### src/rtl/color_manager.sv
// color_manager - assembles quadrant colours from RX bytes, forwards them to the colour store
// and drives the VGA pixel colour for the current screen quadrant.
module color_manager #(
   parameter int UART_DATA_WIDTH           = 8,
   parameter int C_ADDR_WIDTH              = 2,
   parameter int C_DATA_WIDTH              = 10,
   parameter int DATA_WIDTH                = 10,
   parameter int CONFIG_STATUS_WIDTH       = 2,
   parameter int CONFIG_NOTIFICATION_WIDTH = 2,
   parameter int CONFIG_ERROR_WIDTH        = 2,
   parameter int VGA_NOTIFICATION_WIDTH    = 2,
   parameter int CNT_WIDTH                 = 12,
   parameter int H_HALF                    = 320,
   parameter int V_HALF                    = 240
) (
   input  logic                                 Clk,
   input  logic                                 Rst,
   input  logic                                 Empty,
   input  logic [UART_DATA_WIDTH-1:0]           RXD_Data,
   input  logic                                 C_Rdy,
   input  logic                                 Vertical_Split,
   input  logic                                 Horizontal_Split,
   input  logic                                 VGA_Debugg,
   input  logic                                 HSync,
   input  logic                                 VSync,
   output logic [C_ADDR_WIDTH-1:0]              C_Addr,
   output logic [C_DATA_WIDTH-1:0]              C_Data,
   output logic                                 C_Valid,
   output logic [CONFIG_STATUS_WIDTH-1:0]       Config_Status,
   output logic [CONFIG_NOTIFICATION_WIDTH-1:0] Config_Notification,
   output logic                                 Config_Notification_Valid,
   output logic [CONFIG_ERROR_WIDTH-1:0]        Config_Error,
   output logic                                 Error_Valid,
   output logic [VGA_NOTIFICATION_WIDTH-1:0]    VGA_Notification,
   output logic                                 VGA_Notification_Valid,
   output logic [DATA_WIDTH-1:0]                Data_VGA
);

   typedef enum logic [1:0] {
      IDLE      = 2'b00,
      WAIT_DATA = 2'b01,
      SEND      = 2'b10
   } state_t;

   localparam logic [1:0] TAG_HDR  = 2'b00;
   localparam logic [1:0] TAG_DATA = 2'b01;
   localparam logic [1:0] ERR_IDLE = 2'b01;
   localparam logic [1:0] ERR_WAIT = 2'b10;
   localparam logic [1:0] ERR_SEND = 2'b11;
   localparam logic [CNT_WIDTH-1:0] CNT_MAX = '1;

   state_t                         state_q;
   logic [C_ADDR_WIDTH-1:0]        hdr_addr_q;
   logic [3:0]                     hdr_nib_q;
   logic [C_ADDR_WIDTH-1:0]        c_addr_q;
   logic [C_DATA_WIDTH-1:0]        c_data_q;
   logic                           c_valid_q;
   logic [CONFIG_NOTIFICATION_WIDTH-1:0] notif_q;
   logic                           notif_valid_q;
   logic [CONFIG_ERROR_WIDTH-1:0]  err_q;
   logic                           err_valid_q;
   logic [C_DATA_WIDTH-1:0]        colour_q [4];

   logic                           byte_ok;
   logic [1:0]                     tag;

   assign byte_ok = ~Empty;
   assign tag     = RXD_Data[7:6];

   // Configuration FSM; all of its outputs are registered here.
   always_ff @(posedge Clk or posedge Rst) begin
      if (Rst) begin
         state_q       <= IDLE;
         hdr_addr_q    <= '0;
         hdr_nib_q     <= '0;
         c_addr_q      <= '0;
         c_data_q      <= '0;
         c_valid_q     <= 1'b0;
         notif_q       <= '0;
         notif_valid_q <= 1'b0;
         err_q         <= '0;
         err_valid_q   <= 1'b0;
         for (int i = 0; i < 4; i++) colour_q[i] <= '0;
      end else begin
         err_valid_q   <= 1'b0;
         notif_valid_q <= 1'b0;
         case (state_q)
            IDLE: begin
               if (byte_ok) begin
                  if (tag == TAG_HDR) begin
                     hdr_addr_q <= RXD_Data[5:4];
                     hdr_nib_q  <= RXD_Data[3:0];
                     state_q    <= WAIT_DATA;
                  end else begin
                     err_valid_q <= 1'b1;
                     err_q       <= ERR_IDLE;
                  end
               end
            end
            WAIT_DATA: begin
               if (byte_ok) begin
                  if (tag == TAG_DATA) begin
                     c_addr_q  <= hdr_addr_q;
                     c_data_q  <= {hdr_nib_q, RXD_Data[5:0]};
                     c_valid_q <= 1'b1;
                     state_q   <= SEND;
                  end else begin
                     err_valid_q <= 1'b1;
                     err_q       <= ERR_WAIT;
                     state_q     <= IDLE;
                  end
               end
            end
            SEND: begin
               // A byte arriving while the store handshake is pending is lost.
               if (byte_ok) begin
                  err_valid_q <= 1'b1;
                  err_q       <= ERR_SEND;
               end
               if (C_Rdy) begin
                  colour_q[c_addr_q] <= c_data_q;
                  c_valid_q          <= 1'b0;
                  notif_q            <= c_addr_q;
                  notif_valid_q      <= 1'b1;
                  state_q            <= IDLE;
               end
            end
            default: state_q <= IDLE;
         endcase
      end
   end

   logic                           hs_q, vs_q;
   logic [CNT_WIDTH-1:0]           h_cnt_q, h_cnt_d;
   logic [CNT_WIDTH-1:0]           v_cnt_q, v_cnt_d;
   logic                           vsplit_q, hsplit_q, dbg_q;
   logic [VGA_NOTIFICATION_WIDTH-1:0] vga_n_q, vga_n_d;
   logic                           vga_nv_q, vga_nv_d;
   logic [DATA_WIDTH-1:0]          data_vga_q, data_vga_d;
   logic                           hs_rise, vs_rise;
   logic [1:0]                     quad;

   assign hs_rise = HSync & ~hs_q;
   assign vs_rise = VSync & ~vs_q;

   always_comb begin
      h_cnt_d    = h_cnt_q;
      v_cnt_d    = v_cnt_q;
      vga_n_d    = vga_n_q;
      vga_nv_d   = 1'b0;
      quad       = '0;
      data_vga_d = '0;

      if (hs_rise)               h_cnt_d = '0;
      else if (h_cnt_q != CNT_MAX) h_cnt_d = h_cnt_q + 1'b1;

      if (vs_rise)                          v_cnt_d = '0;
      else if (hs_rise && v_cnt_q != CNT_MAX) v_cnt_d = v_cnt_q + 1'b1;

      quad[0] = Vertical_Split   & (h_cnt_q >= CNT_WIDTH'(H_HALF));
      quad[1] = Horizontal_Split & (v_cnt_q >= CNT_WIDTH'(V_HALF));

      if (VGA_Debugg) data_vga_d = DATA_WIDTH'({5{quad}});
      else            data_vga_d = DATA_WIDTH'(colour_q[quad]);

      if ((Vertical_Split != vsplit_q) || (Horizontal_Split != hsplit_q) ||
          (VGA_Debugg != dbg_q)) begin
         vga_nv_d = 1'b1;
         vga_n_d  = VGA_NOTIFICATION_WIDTH'({Horizontal_Split, Vertical_Split});
      end
   end

   always_ff @(posedge Clk or posedge Rst) begin
      if (Rst) begin
         hs_q       <= 1'b0;
         vs_q       <= 1'b0;
         h_cnt_q    <= '0;
         v_cnt_q    <= '0;
         vsplit_q   <= 1'b0;
         hsplit_q   <= 1'b0;
         dbg_q      <= 1'b0;
         vga_n_q    <= '0;
         vga_nv_q   <= 1'b0;
         data_vga_q <= '0;
      end else begin
         hs_q       <= HSync;
         vs_q       <= VSync;
         h_cnt_q    <= h_cnt_d;
         v_cnt_q    <= v_cnt_d;
         vsplit_q   <= Vertical_Split;
         hsplit_q   <= Horizontal_Split;
         dbg_q      <= VGA_Debugg;
         vga_n_q    <= vga_n_d;
         vga_nv_q   <= vga_nv_d;
         data_vga_q <= data_vga_d;
      end
   end

   assign C_Addr                    = c_addr_q;
   assign C_Data                    = c_data_q;
   assign C_Valid                   = c_valid_q;
   assign Config_Status             = CONFIG_STATUS_WIDTH'(state_q);
   assign Config_Notification       = notif_q;
   assign Config_Notification_Valid = notif_valid_q;
   assign Config_Error              = err_q;
   assign Error_Valid               = err_valid_q;
   assign VGA_Notification          = vga_n_q;
   assign VGA_Notification_Valid    = vga_nv_q;
   assign Data_VGA                  = data_vga_q;

endmodule

### config.mk
export PLATFORM = sky130hd
export DESIGN_NAME = color_manager
export DESIGN_NICKNAME = d
export VERILOG_FILES = /design/src/rtl/color_manager.sv
export SDC_FILE = /design/constraint.sdc
export NUM_CORES = 1
export LEC_CHECK = 0
export CAP_MARGIN = 5
export CORE_AREA = 2 2 94 96
export CTS_CLUSTER_SIZE = 24
export DETAILED_ROUTE_END_ITERATION = 8
export DIE_AREA = 0 0 96 98
export GPL_ROUTABILITY_DRIVEN = 1
export PLACE_DENSITY = 0.84
export SKIP_LAST_GASP = 1
export SLEW_MARGIN = 20
export SYNTH_ARGS = -nofsm -noshare
export SYNTH_HDL_FRONTEND = slang
export SYNTH_SLANG_ARGS = --single-unit
### constraint.sdc
create_clock -name Clk -period 8.4 [get_ports Clk]
set_clock_uncertainty 0.15 [all_clocks]
set_input_delay 1.68 -clock Clk [delete_from_list [all_inputs] [get_ports Clk]]
set_output_delay 1.68 -clock Clk [all_outputs]
set_load 0.1 [all_outputs]
==> results.json <==
{
  "p_per_area_nw_per_um2": 321,
  "yosysMostFrequentCell": "dfrtp_1",
  "initial_core_util": 0.593,
  "ys.flop_type": "dfrtp_1",
  "grt_setup_unrepaired": "no",
  "reg2reg_from": "Config_Status[0]$_DFFE_PP0P_",
  "relSlewSlack": 0.316,
  "worstHoldStart": "Config_Notification[1]$_DFFE_PP0P_",
  "clock-sinks": 109,
  "postRouteAntennaNets": 0,
  "crit_path_end": "C_Data[0]",
  "finalInstanceArea_um2": 5810,
  "synth_top_area_cell": "dfrtp_1",
  "yosys-top-cells-area": "dfrtp_1 54%, mux2_2 14%, a21oi_1 2.6%",
  "finalCritPeriodShare": 0.466,
  "finalPower_uw": 1860,
  "crit_required_ns": 6.57,
  "tns_ns": 0,
  "fin_cells": 590,
  "critical_path_class": "reg2out",
  "root_buffer": "clkbuf_8",
  "setup_viol": 0,
  "wl_per_cell_um": 17.7,
  "cts-resized-gates": 0,
  "clk_pin_slew_ns": 0.10,
  "grt_util_all_layers": 0.246,
  "period_needed_ns": 3.91,
  "max_clock_freq_ghz": 0.255,
  "drtPass1Iterations": 5,
  "endpoint_kind": "output port",
  "r2r_slack_ns": 5.89,
  "vias_per_cell": 6.15,
  "wirelength_mm": 10.4,
  "ys_seq_area_frac": 0.543,
  "dp_hpwl_mm": 6.92,
  "rows": 34,
  "hold_buffers": 0,
  "synthTopCellsByCount": "109 x dfrtp_1, 62 x mux2_2, 26 x a21oi_1",
  "synth_top_family_by_area": "multiplexers",
  "synth-async-reset-ratio": 1.00,
  "worstPathCellList": "clkdlybuf4s50_1",
  "cts-buffers-inserted": 9,
  "drv_cap": 0,
  "hold_path.class": "reg2reg",
  "num_vias": 3627,
  "drv_slew": 0,
  "die_x_um": 96,
  "grt_overflow": 0,
  "ys_types": 45,
  "synth_compound_area_frac": 0.110,
  "cts.htree.levels": 3,
  "fin_nets": 504,
  "synth_fa_ha_area_frac": 0.0249,
  "crit_family": "buffers and inverters",
  "portBuffers": 50,
  "cpPeakStageDelay_ns": 1.19,
  "vdd_drop_max_uv": 356,
  "path_max_fanout": 6,
  "cts.path.max_buffers": 2,
  "synthMuxAreaShare": 0.157,
  "yosys_register_bits": 109,
  "worst_path_max_delay_cell": "clkdlybuf4s50_1",
  "critPathLaunchType": "register",
  "outcome": "finished clean",
  "synth-simple-area-share": 0.124,
  "core_area_um2": 8470,
  "dieArea_um2": 9410,
  "drive_gt1_frac": 0.199,
  "cp_num_cells": 1,
  "cp_data_arrival_time_ns": 2.08,
  "io_pins": 51,
  "syn2layout_area_growth_pct": 15.6,
  "path_buf_inv": 1,
  "synth_edf_count": 0,
  "dpl_cell_area_um2": 5620,
  "synth_nets": 457,
  "rr_worst_depth": 5,
  "grt_pass1_vias": 3715,
  "first_iter_violations": 244,
  "nFillCells": 599,
  "p_leak_uw": 0.00259,
  "dp_cells": 574,
  "die_y_um": 98,
  "worst_pin_slew_ns": 1.02,
  "antenna_found_initial": 0,
  "reg2reg_to": "colour_q[32]$_DFFE_PP0P_",
  "netlist_instances": 430,
  "syn_avg_cell_area_um2": 11.7,
  "yosysTopAreaCellShare": 0.543,
  "n_antenna_cell": 0,
  "cts_setup_buffers": 0,
  "routabilityCongestion": 0.882,
  "yosys_warnings": 0,
  "synth-xor-area-share": 0.0140,
  "clk_latency_ns": 0.38,
  "grt_pass1_wl_mm": 18.0,
  "hold_viol": 0,
  "cts_tree": "built",
  "cp-startpoint": "C_Data[0]$_DFFE_PP0P_",
  "syn-cell-area_um2": 5020,
  "drc_errors": 0,
  "grt_max_degree": 89
}
-- metal layers --
| layer | global-route usage | wire, µm |
|---|---|---|
| met1 | 0.346 | 4610 |
| met2 | 0.389 | 5090 |
| met3 | 0.0347 | 537 |
| met4 | 0.0923 | 201 |
| met5 | 0 | 0 |
-- cell families (layout without fill, tap and decap cells) --
family | Yosys count | after routing
AO/OA/AOI/OAI | 80 | 80
multiplexers | 71 | 71
buffers and inverters | 34 | 86
AND/OR/NAND/NOR | 118 | 118
flip-flops | 109 | 109
adder cells (fa/ha/maj) | 10 | 10
XOR/XNOR | 8 | 8
-- per-stage QoR --
stage               setup WS, ns  hold slack [ns]  utilization
floorplan                   3.70            0.310            -
global placement            4.45            0.329        0.663
detailed placement          4.35            0.334        0.663
CTS                         4.48            0.361        0.686
global route                4.44            0.386        0.686
finish                      4.49            0.363        0.686
-- tightest hold or removal path, stage by stage (launching register included) --
cell and delay (ns):
dfrtp_1 0.37, nand2_1 0.06, nand2_1 0.06
-- how the worst min path moves through the flow --
stage | end | slack, ns | cells after the start
floorplan | h_cnt_q[6]$_DFFE_PP0P_ | 0.31 | 1
detailed placement | Config_Notification[1]$_DFFE_PP0P_ | 0.33 | 2
global placement | Config_Notification[1]$_DFFE_PP0P_ | 0.33 | 2
finish | Config_Notification[1]$_DFFE_PP0P_ | 0.36 | 2
CTS | C_Data[6]$_DFFE_PP0P_ | 0.36 | 1
global route | Config_Notification[1]$_DFFE_PP0P_ | 0.39 | 2
-- layout by cell type, fill, tap and decap left out, types with 3 or more instances in the layout --
cell type | synthesis | layout
or3_1 | 8 | 8
nor2b_1 | 7 | 7
and3_1 | 6 | 6
clkbuf_8 | 0 | 9
xor2_1 | 5 | 5
xnor2_1 | 3 | 3
nor3_2 | 2 | 3
a2111oi_2 | 4 | 4
a211oi_1 | 6 | 6
a31oi_1 | 4 | 4
a21oi_1 | 26 | 26
buf_4 | 0 | 3
inv_6 | 0 | 3
and4_1 | 3 | 3
nand2_1 | 25 | 25
nand3_1 | 12 | 12
dfrtp_1 | 109 | 109
nor4_1 | 9 | 9
o22ai_1 | 5 | 5
nand4_1 | 6 | 6
nor3_1 | 13 | 12
nand2b_1 | 5 | 5
inv_1 | 16 | 15
mux2_2 | 62 | 62
nor2_1 | 18 | 18
mux2i_1 | 9 | 9
o21ai_0 | 19 | 19
ha_1 | 10 | 10
clkdlybuf4s50_1 | 0 | 50
-- where the power goes --
group          switching, µW  internal, µW  total (µW)
Clock                    194           116         309
Sequential               129           658         787
Combinational            536           230         766
-- area by class of cell --
| type | instances | area (µm²) | share of cell area |
|---|---|---|---|
| multi-input combinational | 287 | 2160 | 0.372 |
| timing repair buffer | 54 | 534 | 0.0920 |
| clock buffer | 9 | 124 | 0.0213 |
| sequential | 109 | 2730 | 0.470 |
| tap | 108 | 135 | 0.0233 |
| clock inverter | 7 | 65.1 | 0.0112 |
| inverter | 16 | 62.6 | 0.0108 |
-- sequential cells by signal (all words and copies together), names as in the netlist, 4 cells and up --
signal	count
Data_VGA	10
hdr_nib_q	4
C_Data	10
h_cnt_q	12
colour_q	40
v_cnt_q	12
(Power assumes the default switching activity.)
